$ cat config.mk
export PLATFORM = sky130hd
export DESIGN_NAME = prio_grant_encoder
export DESIGN_NICKNAME = d
export VERILOG_FILES = /design/src/rtl/prio_grant_encoder.sv
export SDC_FILE = /design/constraint.sdc
export NUM_CORES = 1
export LEC_CHECK = 0
export ABC_AREA = 1
export CAP_MARGIN = 20
export CORE_MARGIN = 5
export CORE_UTILIZATION = 51
export CTS_CLUSTER_DIAMETER = 150
export DETAILED_ROUTE_END_ITERATION = 10
export GPL_TIMING_DRIVEN = 0
export MAX_ROUTING_LAYER = met4
export PLACE_DENSITY = 0.92
export SYNTH_ARGS = -nofsm -noshare
export SYNTH_HDL_FRONTEND = slang
export SYNTH_SLANG_ARGS = --single-unit
$ cat constraint.sdc
create_clock -name clk -period 2.9 [get_ports clk]
set_clock_uncertainty 0.15 [all_clocks]
set_input_delay 0.29 -clock clk [delete_from_list [all_inputs] [get_ports clk]]
set_output_delay 0.29 -clock clk [all_outputs]
set_load 0.05 [all_outputs]
$ cat src/rtl/prio_grant_encoder.sv
// prio_grant_encoder
//   Registered N-way priority / round-robin grant encoder with a valid/ack
//   handshake. A grant, once presented, is held unchanged until it is
//   accepted (valid & ack). On acceptance the round-robin pointer advances
//   past the granted index and the same-cycle request vector is
//   re-arbitrated, so a continuously acked stream gets one grant per cycle.
//
// Ports
//   clk     in   clock, rising edge
//   rst     in   synchronous active-high reset
//   req     in   [N-1:0] level request vector
//   ack     in   consumer accepts the presented grant (ignored while !valid)
//   valid   out  grant present
//   code    out  [W-1:0] binary index of granted request
//   onehot  out  [N-1:0] one-hot grant, zero while !valid
module prio_grant_encoder #(
    parameter int N  = 8,
    parameter int RR = 0,
    parameter int W  = (N > 1) ? $clog2(N) : 1
) (
    input  logic         clk,
    input  logic         rst,
    input  logic [N-1:0] req,
    input  logic         ack,
    output logic         valid,
    output logic [W-1:0] code,
    output logic [N-1:0] onehot
);

    logic [W-1:0] ptr;
    logic [W-1:0] ptr_upd;
    logic [W-1:0] sptr;
    logic [W-1:0] win_hi;
    logic [W-1:0] win_lo;
    logic [W-1:0] win;
    logic         any_hi;
    logic [N-1:0] win_oh;
    logic         xfer;

    assign xfer = valid & ack;

    // Next search start after a transfer. The wrap is an explicit compare
    // against N-1 so a non-power-of-two N never yields an index >= N.
    always_comb begin
        ptr_upd = '0;
        if (RR != 0) begin
            ptr_upd = (code == W'(N - 1)) ? '0 : code + 1'b1;
        end
    end

    // A transfer re-arbitrates with the pointer it is about to store.
    assign sptr = xfer ? ptr_upd : ptr;

    // Circular search from sptr: the lowest set index at or above sptr wins;
    // if none, the lowest set index overall (the wrapped part) wins.
    always_comb begin
        win_hi = '0;
        win_lo = '0;
        any_hi = 1'b0;
        for (int i = N - 1; i >= 0; i--) begin
            if (req[i]) begin
                win_lo = W'(i);
                if (W'(i) >= sptr) begin
                    win_hi = W'(i);
                    any_hi = 1'b1;
                end
            end
        end
    end

    assign win = any_hi ? win_hi : win_lo;

    always_comb begin
        win_oh = '0;
        for (int i = 0; i < N; i++) begin
            win_oh[i] = (W'(i) == win);
        end
    end

    // valid encodes the FSM: 0 = IDLE, 1 = GRANT. A held grant ignores req.
    always_ff @(posedge clk) begin
        if (rst) begin
            valid  <= 1'b0;
            code   <= '0;
            onehot <= '0;
            ptr    <= '0;
        end else if (!valid || ack) begin
            if (xfer) begin
                ptr <= ptr_upd;
            end
            if (|req) begin
                valid  <= 1'b1;
                code   <= win;
                onehot <= win_oh;
            end else begin
                valid  <= 1'b0;
                onehot <= '0;
            end
        end
    end

endmodule

# Word-level counts from Yosys, hierarchy flattened
# Cells that the tools add are included.
[word_totals] register_bits=15 in_bits=11 output_inout_bits=12 word_cells=69
[op_classes] n_lt_le_gt_ge=8 n_eq_ne=7 n_mux=44 bitwise=1 reduce_logical=5
[ops] cell="$mux W3" count=26
[ops] cell="$mux W1" count=17
[ops] cell="$eq A3 B3 Y1 const A" count=4
[ops] cell="$ge A3 B3 Y1 const A" count=4
[ops] cell="$mux W8" count=1
[ops] cell="$reduce_or A8 Y1" count=1
[ops] cell="$eq A2 B3 Y1 const A" count=2
[ops] cell="$ge A1 B3 Y1 const A" count=2
[ops] cell="$ge A2 B3 Y1 const A" count=2
[ops] cell="$eq A1 B3 Y1 const A" count=1
[ops] cell="$logic_not A3 Y1" count=1
[ops] cell="$reduce_and A2 Y1" count=1
[ops] cell="$and A1 B1 Y1" count=1
[ops] cell="$logic_not A1 Y1" count=1
[ops] cell="$logic_or A1 B1 Y1" count=1

# Depth between registers and ports, before layout
# Gate-level depths: netlist of run 1.
[logic_depth] ltp_word=22 mapped_depth=13 depth_no_buf=13

# Least setup slack after synthesis of run 1
# Ideal clock, no wire load.
[synth_timing] path_type="reg-to-reg" from="register valid" to="register onehot[7]" setup_time_ns=0.066 t_arrival_ns=1.727 required_time_ns=2.684 slack_ns=0.957 stages_incl_launch_ff=11 n_path_buf=0 period_less_slack_ns=1.943 path_cell_list="dfxtp_1 -> nand2_4 -> nand2_2 -> nand3_2 -> nand2_2 -> nor2_4 -> a21boi_2 -> nand2_2 -> nand2_4 -> nand3_1 -> a21oi_2"
[synth_between] elab_chain_cells=22 word_cells_on_any_way=47 classes_between="order compare (8); eq/ne (1); mux (35); bitwise (1); reduce/logical (2)"
[synth_lines] item="start: declaration" line="25" rtl="output logic valid,"
[synth_lines] item="start signal: assignment" line="83" rtl="valid <= 1'b0;"
[synth_lines] item="start signal: assignment" line="92" rtl="valid <= 1'b1;"
[synth_lines] item="start signal: assignment" line="96" rtl="valid <= 1'b0;"
[synth_lines] item="$and A1 B1 Y1"
[synth_lines] item="$mux W3"
[synth_lines] item="$ge A3 B3 Y1"
[synth_lines] item="$mux W3 or $mux W1 (tied branches) (16 in series)"
[synth_lines] item="$mux W3"
[synth_lines] item="$eq A3 B3 Y1"
[synth_lines] item="$mux W8"
[synth_lines] item="end signal: assignment" line="94" rtl="onehot <= win_oh;"
[synth_lines] item="end: declaration" line="27" rtl="output logic [N-1:0] onehot"
# Parallel ways exist; a longest one is shown, timed or not.
# A chain may end at the register's enable or synchronous reset.

# Worst setup path in the final report of run 1
[layout_timing] from="input port req[1]" to="register code[0]"
[layout_between] elab_chain_cells=4 word_cells_on_any_way=11 classes_between="mux (9); reduce/logical (2)"
[layout_lines] item="start: declaration" line="23" rtl="input logic [N-1:0] req,"
[layout_lines] item="$mux W3 or $mux W1 (tied branches)" line="61" rtl="if (req[i]) begin"
[layout_lines] item="$mux W3 or $mux W1 (tied branches)"
[layout_lines] item="$mux W3 or $mux W1 (tied branches)" line="61"
[layout_lines] item="$mux W3" line="71" rtl="assign win = any_hi ? win_hi : win_lo;"
[layout_lines] item="end signal: assignment" line="93" rtl="code <= win;"
[layout_lines] item="end: declaration" line="26" rtl="output logic [W-1:0] code,"
# Parallel ways exist; a longest one is shown, timed or not.

==> impl_metrics.toml, run 1 <==
[status]
status = "completed"

[clock_tree]
clockBufferDepth = 2
tritoncts = "built"
clock-root-buffer = "clkbuf_4"
cts_setup_buffers = 0
h-tree-depth = 1
ctsResizeCount = 0
cts.sinks = 15
postCtsHoldBufs = 0
numCtsBuffers = 3
clkSlewWorstSetupHoldPaths_ps = 80
clk_latency_ps = 280

[min_path]
hold_end = "onehot[4]"
min_path_cells = 2
hp-class = "reg2reg"
min-delay-start = "onehot[4]"

[final_layout]
fin_util_pct = 68.9
fin_area_um2 = 1180
instances_no_fill = 166
n_fill_cell = 142
drive_above_1_share_pct = 19.1
final_nets = 153
final_common_cell = "nand2_1"
most-common-layout-cells = "24 x nand2_1, 22 x clkdlybuf4s50_1, 15 x dfxtp_1"
syn_to_final_growth_pct = 30.9
antennaDiodeCount = 0

[sta]
fin_tns_setup_ps = 0
max_slew.worst_pin.slew_ps = 503
setup_viol = 0
rsz0062_at_grt = "false"
post-route-period-util_pct = 68.6
fmax_ghz = 0.503
fin_crit_ps = 1990
finalHoldViolCount = 0
setup_ws_ps = 911
maxSlewHeadroom_pct = 66.4
hold_ws_ps = 319
slew_viol_final = 0

[power]
power.switching_uw = 139
internal-power_uw = 308
total_leakage_power_nw = 0.472
power_frac_seq_pct = 48.5
power_density_nw_per_um2 = 380
ir_worst_vdd_mv = 0.339
total_power_uw = 447
combPwrFrac_pct = 26.0
swShare_pct = 31.0
pwr-share-clk_pct = 25.5

[placed_design]
place.gp.congestion = 0.831
placed_cell_area_um2 = 1150
hpwl_um = 1630
place_ws_ps = 632
port_buffers = 22
dpl.cell_count = 162

[floorplanning]
die_h_um = 52.0
dieArea_um2 = 2700
coreArea_um2 = 1710
dieWidth_um = 52.0
io_pins = 23
row_count = 15
start_util_pct = 52.6

[job]
drv_cap = 0

[yosys]
synth-seq-cells = 15
yosys.area.top_type = "dfxtp_1"
synth.area.top_cells = "dfxtp_1 33%, nand2_1 10%, a21oi_1 5.6%, nand3_1 5.0%, nand2_4 5.0%"
synth_cell_type_count = 27
syn-instance-count = 115
avgSynthCellArea_um2 = 7.81
ys_seq_area_share_pct = 33.4
synth_area_um2 = 898
synth_top_area_share_pct = 33.4
yosys_warnings = 0
synth_nets = 126

[worst_setup_path]
r2r_cells = 10
r2r_end = "onehot[2]"
critPathMaxFanout = 5
cp_data_arrival_time_ps = 2020
critPathRequiredTime_ps = 2930
cp-startpoint = "req[1]"
start_kind = "input pin"
r2r_start = "valid"
r2r_slack_ps = 1100
critical_path_class = "in2reg"
crit_path_end_kind = "register"

[drt]
drtPass1Iterations = 4
num_vias = 853
drc_errors = 0
wl_per_cell_um = 12.0
viasPerCell = 5.14
drt_iter0_drc = 9
ant_nets = 0
routed_wl_um = 1990

[global_routing]
grt_pass1_wl_um = 3250
grt_max_degree = 11
gr-usage-all-layers_pct = 16.6
grt_pass1_vias = 789
antenna_found_initial = 0
grt_remaining_overflow = 0
==> final cells by class <==
cell class	count	area (um^2)	area share, %
flip-flops and latches	15	300	25.5
inverters	11	41.3	3.51
well taps	25	31.3	2.66
multi-input cells	88	553	47.0
plain buffers	1	3.75	0.319
repair buffers	22	220	18.7
clock buffers	4	26.3	2.23
==> routing by layer <==
| metal | routed length [um] | track usage, % | vias to the layer above |
|---|---|---|---|
| met2 | 979 | 27.4 | 13 |
| met1 | 905 | 18.2 | 392 |
| li1 | - | - | 444 |
| met4 | 41 | 8.30 | 0 |
| met5 | 0 | - | - |
| met3 | 59 | 4.58 | 4 |
==> state kept, by name, summed over array words and instances (netlist names) <==
register and cells:
valid 1, onehot 8, code 3, ptr 3
==> kinds of logic (layout without fill, tap and decap cells) <==
| group | after synthesis | count (layout) | synth area share, % |
|---|---|---|---|
| buffers and inverters | 12 | 38 | 5.01 |
| AO/OA/AOI/OAI | 20 | 20 | 16.7 |
| AND/OR/NAND/NOR | 68 | 68 | 44.8 |
| flip-flops | 15 | 15 | 33.4 |
==> synth_stat cells (all sizes together) <==
| cell type | instances |
|---|---|
| a21boi | 1 |
| nand3 | 11 |
| a211oi | 1 |
| nand4 | 7 |
| clkbuf | 1 |
| nand2 | 34 |
| nor4 | 1 |
| inv | 11 |
| dfxtp | 15 |
| o21ai | 6 |
| nor3 | 1 |
| a21oi | 12 |
| nor2 | 14 |
==> critical path, cell delays in order <==
cell and delay [ps]:
clkdlybuf4s50_1 460, nor4_1 440, nand4_1 130, nand2_1 250, inv_1 130, nor2_1 120, nor2_1 50, o21ai_1 90
inv_1 50
==> worst max path at each step <==
| stage | endpoint | slack [ps] | cells after the start |
|---|---|---|---|
| after global routing | code[0] | 730 | 9 |
| after global placement | code[0] | 700 | 9 |
| after floorplan | onehot[7] | 960 | 10 |
| after CTS | code[0] | 910 | 9 |
| final | code[0] | 910 | 9 |
| after detailed placement | code[0] | 630 | 9 |
==> power by group through the flow <==
stage               logic, mW  registers, mW  clock network [mW]
finish                  0.116          0.217               0.114
global route            0.124          0.218               0.128
CTS                     0.116          0.217               0.119
detailed placement      0.116          0.222                   0
global placement        0.113          0.221                   0
floorplan              0.0502          0.245                   0
No activity file was read; power rests on OpenSTA's default activity.
==> run 2, diff against run 1 <==
--- a/config.mk
+++ b/config.mk
@@ -8,12 +8,12 @@
 export ABC_AREA = 1
 export CAP_MARGIN = 20
 export CORE_MARGIN = 5
-export CORE_UTILIZATION = 51
+export CORE_UTILIZATION = 47
 export CTS_CLUSTER_DIAMETER = 150
 export DETAILED_ROUTE_END_ITERATION = 10
 export GPL_TIMING_DRIVEN = 0
 export MAX_ROUTING_LAYER = met4
-export PLACE_DENSITY = 0.92
+export PLACE_DENSITY = 0.86
 export SYNTH_ARGS = -nofsm -noshare
 export SYNTH_HDL_FRONTEND = slang
 export SYNTH_SLANG_ARGS = --single-unit
==> constraint.sdc (replaced) <==
create_clock -name clk -period 1.9 [get_ports clk]
set_clock_uncertainty 0.15 [all_clocks]
set_input_delay 0.19 -clock clk [delete_from_list [all_inputs] [get_ports clk]]
set_output_delay 0.19 -clock clk [all_outputs]
set_load 0.05 [all_outputs]
==> impl_metrics.toml, run 2 (synthesis gave the netlist of run 1 again) <==
[status]
status = "completed"

[drt]
drc_errors = 0
viasPerCell = 5.15
ant_nets = 0
num_vias = 866
drtPass1Iterations = 4
drt_iter0_drc = 30
wl_per_cell_um = 11.6
routed_wl_um = 1950

[sta]
fmax_ghz = 0.550
slew_viol_final = 0
max_slew.worst_pin.slew_ps = 504
finalHoldViolCount = 0
post-route-period-util_pct = 95.8
rsz0062_at_grt = "true"
setup_ws_ps = 80.6
fin_crit_ps = 1820
setup_viol = 0
maxSlewHeadroom_pct = 66.3

[worst_setup_path]
critPathMaxFanout = 6
crit_path_end_kind = "register"
r2r_cells = 10
cp_data_arrival_time_ps = 1840
critical_path_class = "reg2reg"
critPathRequiredTime_ps = 1920
start_kind = "register"

[clock_tree]
clock-root-buffer = "clkbuf_4"
tritoncts = "built"
clkSlewWorstSetupHoldPaths_ps = 90
cts.sinks = 15
h-tree-depth = 1
clockBufferDepth = 2
postCtsHoldBufs = 0
clk_latency_ps = 290
numCtsBuffers = 3

[power]
power_frac_seq_pct = 47.3
power_density_nw_per_um2 = 573
pwr-share-clk_pct = 26.7
power.switching_uw = 229
ir_worst_vdd_mv = 0.706
swShare_pct = 32.6
total_leakage_power_nw = 0.492
internal-power_uw = 472
combPwrFrac_pct = 26.0

[floorplanning]
coreArea_um2 = 1760
dieArea_um2 = 2890
start_util_pct = 50.9
dieWidth_um = 53.7
row_count = 15
die_h_um = 53.7
io_pins = 23

[placed_design]
place_ws_ps = -258
hpwl_um = 1560
port_buffers = 22
placed_cell_area_um2 = 1150
place.gp.congestion = 0.843

[final_layout]
final_common_cell = "nand2_1"
final_nets = 155
most-common-layout-cells = "23 x nand2_1, 21 x clkdlybuf4s50_1, 13 x dfxtp_1"
drive_above_1_share_pct = 25.2
reg_top3 = "onehot (8), code (3), ptr (3)"
n_fill_cell = 151
regMostFlops = "onehot"
fin_area_um2 = 1220
antennaDiodeCount = 0
syn_to_final_growth_pct = 36.2
largest_register_ffs = 8

[global_routing]
grt_pass1_vias = 759
grt_pass1_wl_um = 3220
grt_max_degree = 11
grt_remaining_overflow = 0
antenna_found_initial = 0
gr-usage-all-layers_pct = 15.7

[job]
drv_cap = 0

[min_path]
min_path_cells = 4
hp-class = "in2reg"
-- run 2: cell count changes in the layout (fill, tap and decap cells not counted), moves of 2 or more --
cell / previous run / this run
a21oi_1: 10 / 8
buf_4: 0 / 2
a21oi_2: 1 / 3
dfxtp_1: 15 / 13
dfxtp_2: 0 / 2
-- run 2: worst max-delay path, stage by stage, from the launching register on --
cell and delay, ps:
dfxtp_2 350, nand2_4 140, o21ai_4 90, o21ai_4 200, nand2_4 90, nor2_8 160
nand3_1 110, nand2_2 150, inv_2 70, nand4_1 100, a21oi_2 70
-- run 2: final timing paths --
kind / start / endpoint / slack [ps]
hold / removal: ack / onehot[6] / 200
setup / recovery: valid / onehot[2] / 80
setup reg to reg: valid / onehot[2] / 80
hold reg to reg: onehot[6] / onehot[6] / 320
-- run 2: per-layer routing --
layer / routed length (um) / global-route usage, %
met4: 10 / 1.28
met1: 894 / 20.4
met5: 0 / -
met3: 86 / 5.82
met2: 958 / 24.0
-- run 2: per-stage QoR --
stage / setup TNS [ps] / std cells / hold slack, ps / power (mW) / utilization, %
6_report: 0 / 168 / 202 / 0.701 / 69.4
5_1_grt: -76.4 / 168 / 230 / 0.737 / 69.4
4_1_cts: 0 / 166 / 326 / 0.699 / 67.0
3_5_place_dp: -2250 / 162 / 311 / 0.515 / 65.2
3_3_place_gp: -1880 / 162 / 305 / 0.512 / 65.2
2_1_floorplan: 0 / 115 / 102 / 0.452 / -
-- run 2: cell type report --
class	count	area [um^2]	share of cell area (%)
well taps	25	31.3	2.56
inverters	11	41.3	3.37
flip-flops and latches	15	303	24.7
multi-input cells	88	577	47.1
repair buffers	24	238	19.4
plain buffers	1	3.75	0.307
clock buffers	3	22.5	1.84
clock inverters	1	7.51	0.613
-- run 2: repair_timing --
item                                    in CTS  in global routing
endpoints found under the hold margin        0                  0
endpoints found under the setup margin       0                  9
buffers inserted                             0                  2
gates resized for setup                      0                  7
-- run 2: power by group through the flow --
stage	registers [mW]	logic (mW)	clock network (mW)
after floorplan	0.375	0.0766	0
after global placement	0.338	0.174	0
after detailed placement	0.339	0.176	0
after CTS	0.332	0.177	0.190
after global routing	0.333	0.197	0.206
final	0.331	0.182	0.187
==> run 3, diff against run 2 <==
--- a/config.mk
+++ b/config.mk
@@ -7,7 +7,7 @@
 export LEC_CHECK = 0
 export ABC_AREA = 1
 export CAP_MARGIN = 20
-export CORE_MARGIN = 5
+export CORE_MARGIN = 1.5
 export CORE_UTILIZATION = 47
 export CTS_CLUSTER_DIAMETER = 150
 export DETAILED_ROUTE_END_ITERATION = 10
==> impl_metrics.toml, run 3 (synthesis gave the netlist of run 1 again) <==
[worst_setup_path]
cp-startpoint = "valid"
crit_path_end = "onehot[6]"
critPathMaxFanout = 6
critPathRequiredTime_ps = 1900
critical_path_class = "reg2reg"
slowest_stage = "dfxtp_2"
cpMostUsedCell = "nand2_4"
cp_cell_sequence = "nand2_4, o21ai_2, o21ai_4, nand2_4, nor2_8, nand3_2, nand2_2, inv_2, nand4_1, a21oi_1"
crit_path_end_kind = "register"
r2r_end = "onehot[6]"
r2r_slack_ps = 90
cpPeakStageDelay_ps = 350
r2r_cells = 10
r2r_start = "valid"
start_kind = "register"
cp_data_arrival_time_ps = 1810

[sta]
fin_crit_ps = 1810
slew_viol_final = 0
max_slew.worst_pin.slew_ps = 505
fmax_ghz = 0.554
finalHoldViolCount = 0
post-route-period-util_pct = 95.1
fin_tns_setup_ps = 0
setup_ws_ps = 93.7
maxSlewHeadroom_pct = 66.2
setup_viol = 0

[placed_design]
dpl.cell_count = 162
placed_cell_area_um2 = 1150
place.gp.congestion = 0.870
hpwl_um = 1520
port_buffers = 22
place_ws_ps = -245

[clock_tree]
clkSlewWorstSetupHoldPaths_ps = 90
tritoncts = "built"
h-tree-depth = 1
numCtsBuffers = 3
postCtsHoldBufs = 0
cts.sinks = 15
clockBufferDepth = 2
clk_latency_ps = 290
clock-root-buffer = "clkbuf_4"

[floorplanning]
row_count = 15
coreArea_um2 = 1760
dieArea_um2 = 2180
start_util_pct = 50.9
die_h_um = 46.7
io_pins = 23
dieWidth_um = 46.7

[final_layout]
fin_area_um2 = 1220
instances_no_fill = 169
most-common-layout-cells = "23 x nand2_1, 21 x clkdlybuf4s50_1, 14 x dfxtp_1"
reg_top3 = "onehot (8), code (3), ptr (3)"
largest_register_ffs = 8
drive_above_1_share_pct = 23.6
antennaDiodeCount = 0
syn_to_final_growth_pct = 35.4
regMostFlops = "onehot"
final_nets = 156
final_common_cell = "nand2_1"

[global_routing]
grt_max_degree = 11
gr-usage-all-layers_pct = 22.2
grt_pass1_wl_um = 3370
antenna_found_initial = 0
grt_pass1_vias = 817
grt_remaining_overflow = 0

[power]
power_frac_seq_pct = 47.7
total_power_uw = 694
total_leakage_power_nw = 0.496
swShare_pct = 31.6
power.switching_uw = 220
internal-power_uw = 474
pwr-share-clk_pct = 25.8
combPwrFrac_pct = 26.4
ir_worst_vdd_mv = 0.495
power_density_nw_per_um2 = 571

[min_path]
hp-class = "in2reg"
min-delay-start = "ack"

[drt]
ant_nets = 0
wl_per_cell_um = 12.1
drt_iter0_drc = 19
num_vias = 887
routed_wl_um = 2050
viasPerCell = 5.25
drtPass1Iterations = 4
drc_errors = 0

[status]
status = "completed"

[job]
drv_cap = 0
==> run 3: per-stage QoR <==
step | hold WS [ps] | util, %
CTS | 324 | 66.7
finish | 223 | 68.9
detailed placement | 312 | 65.2
global placement | 306 | 65.2
floorplan | 102 | -
global route | 249 | 68.9
==> run 3: power by group through the flow <==
| stage | Clock, mW | Combinational [mW] | Sequential [mW] |
|---|---|---|---|
| after global placement | 0 | 0.172 | 0.338 |
| after floorplan | 0 | 0.0766 | 0.375 |
| after global routing | 0.192 | 0.198 | 0.333 |
| after CTS | 0.183 | 0.177 | 0.331 |
| after detailed placement | 0 | 0.175 | 0.339 |
| final | 0.179 | 0.183 | 0.331 |
==> run 3: how the worst min path moves through the flow <==
stage | endpoint | slack, ps | cells after the start
after floorplan | valid | 100 | 1
after global placement | onehot[2] | 310 | 2
after detailed placement | onehot[1] | 310 | 2
after CTS | onehot[1] | 320 | 2
after global routing | onehot[1] | 250 | 4
final | onehot[3] | 220 | 4
==> run 3: repair_timing <==
item / CTS / global route
endpoints found under the setup margin: 0 / 10
endpoints found under the hold margin: 0 / 0
resized for setup: 0 / 4
buffers inserted: 0 / 3
==> run 3: routing by layer <==
layer	GRT usage [%]	routed length [um]	up-vias	share of wire [%]
met5	-	0	-	0
met4	4.44	10	0	0.49
met3	7.06	65	2	3.2
met2	36.9	1070	12	52
met1	26.4	904	424	44
li1	-	-	449	-
==> run 3: final cells by class <==
type,count,area [um^2]
multi-input cells,88,567
fillers,152,548
plain buffers,1,3.75
flip-flops and latches,15,302
repair buffers,25,245
well taps,25,31.3
inverters,11,41.3
clock buffers,4,26.3
==> run 3: worst max-delay path: cells and delay by family (launching register included) <==
kind,cells,cell delay [ps]
AO/OA/AOI/OAI,3,390
buffers and inverters,1,70
flip-flops,1,350
AND/OR/NAND/NOR,6,700
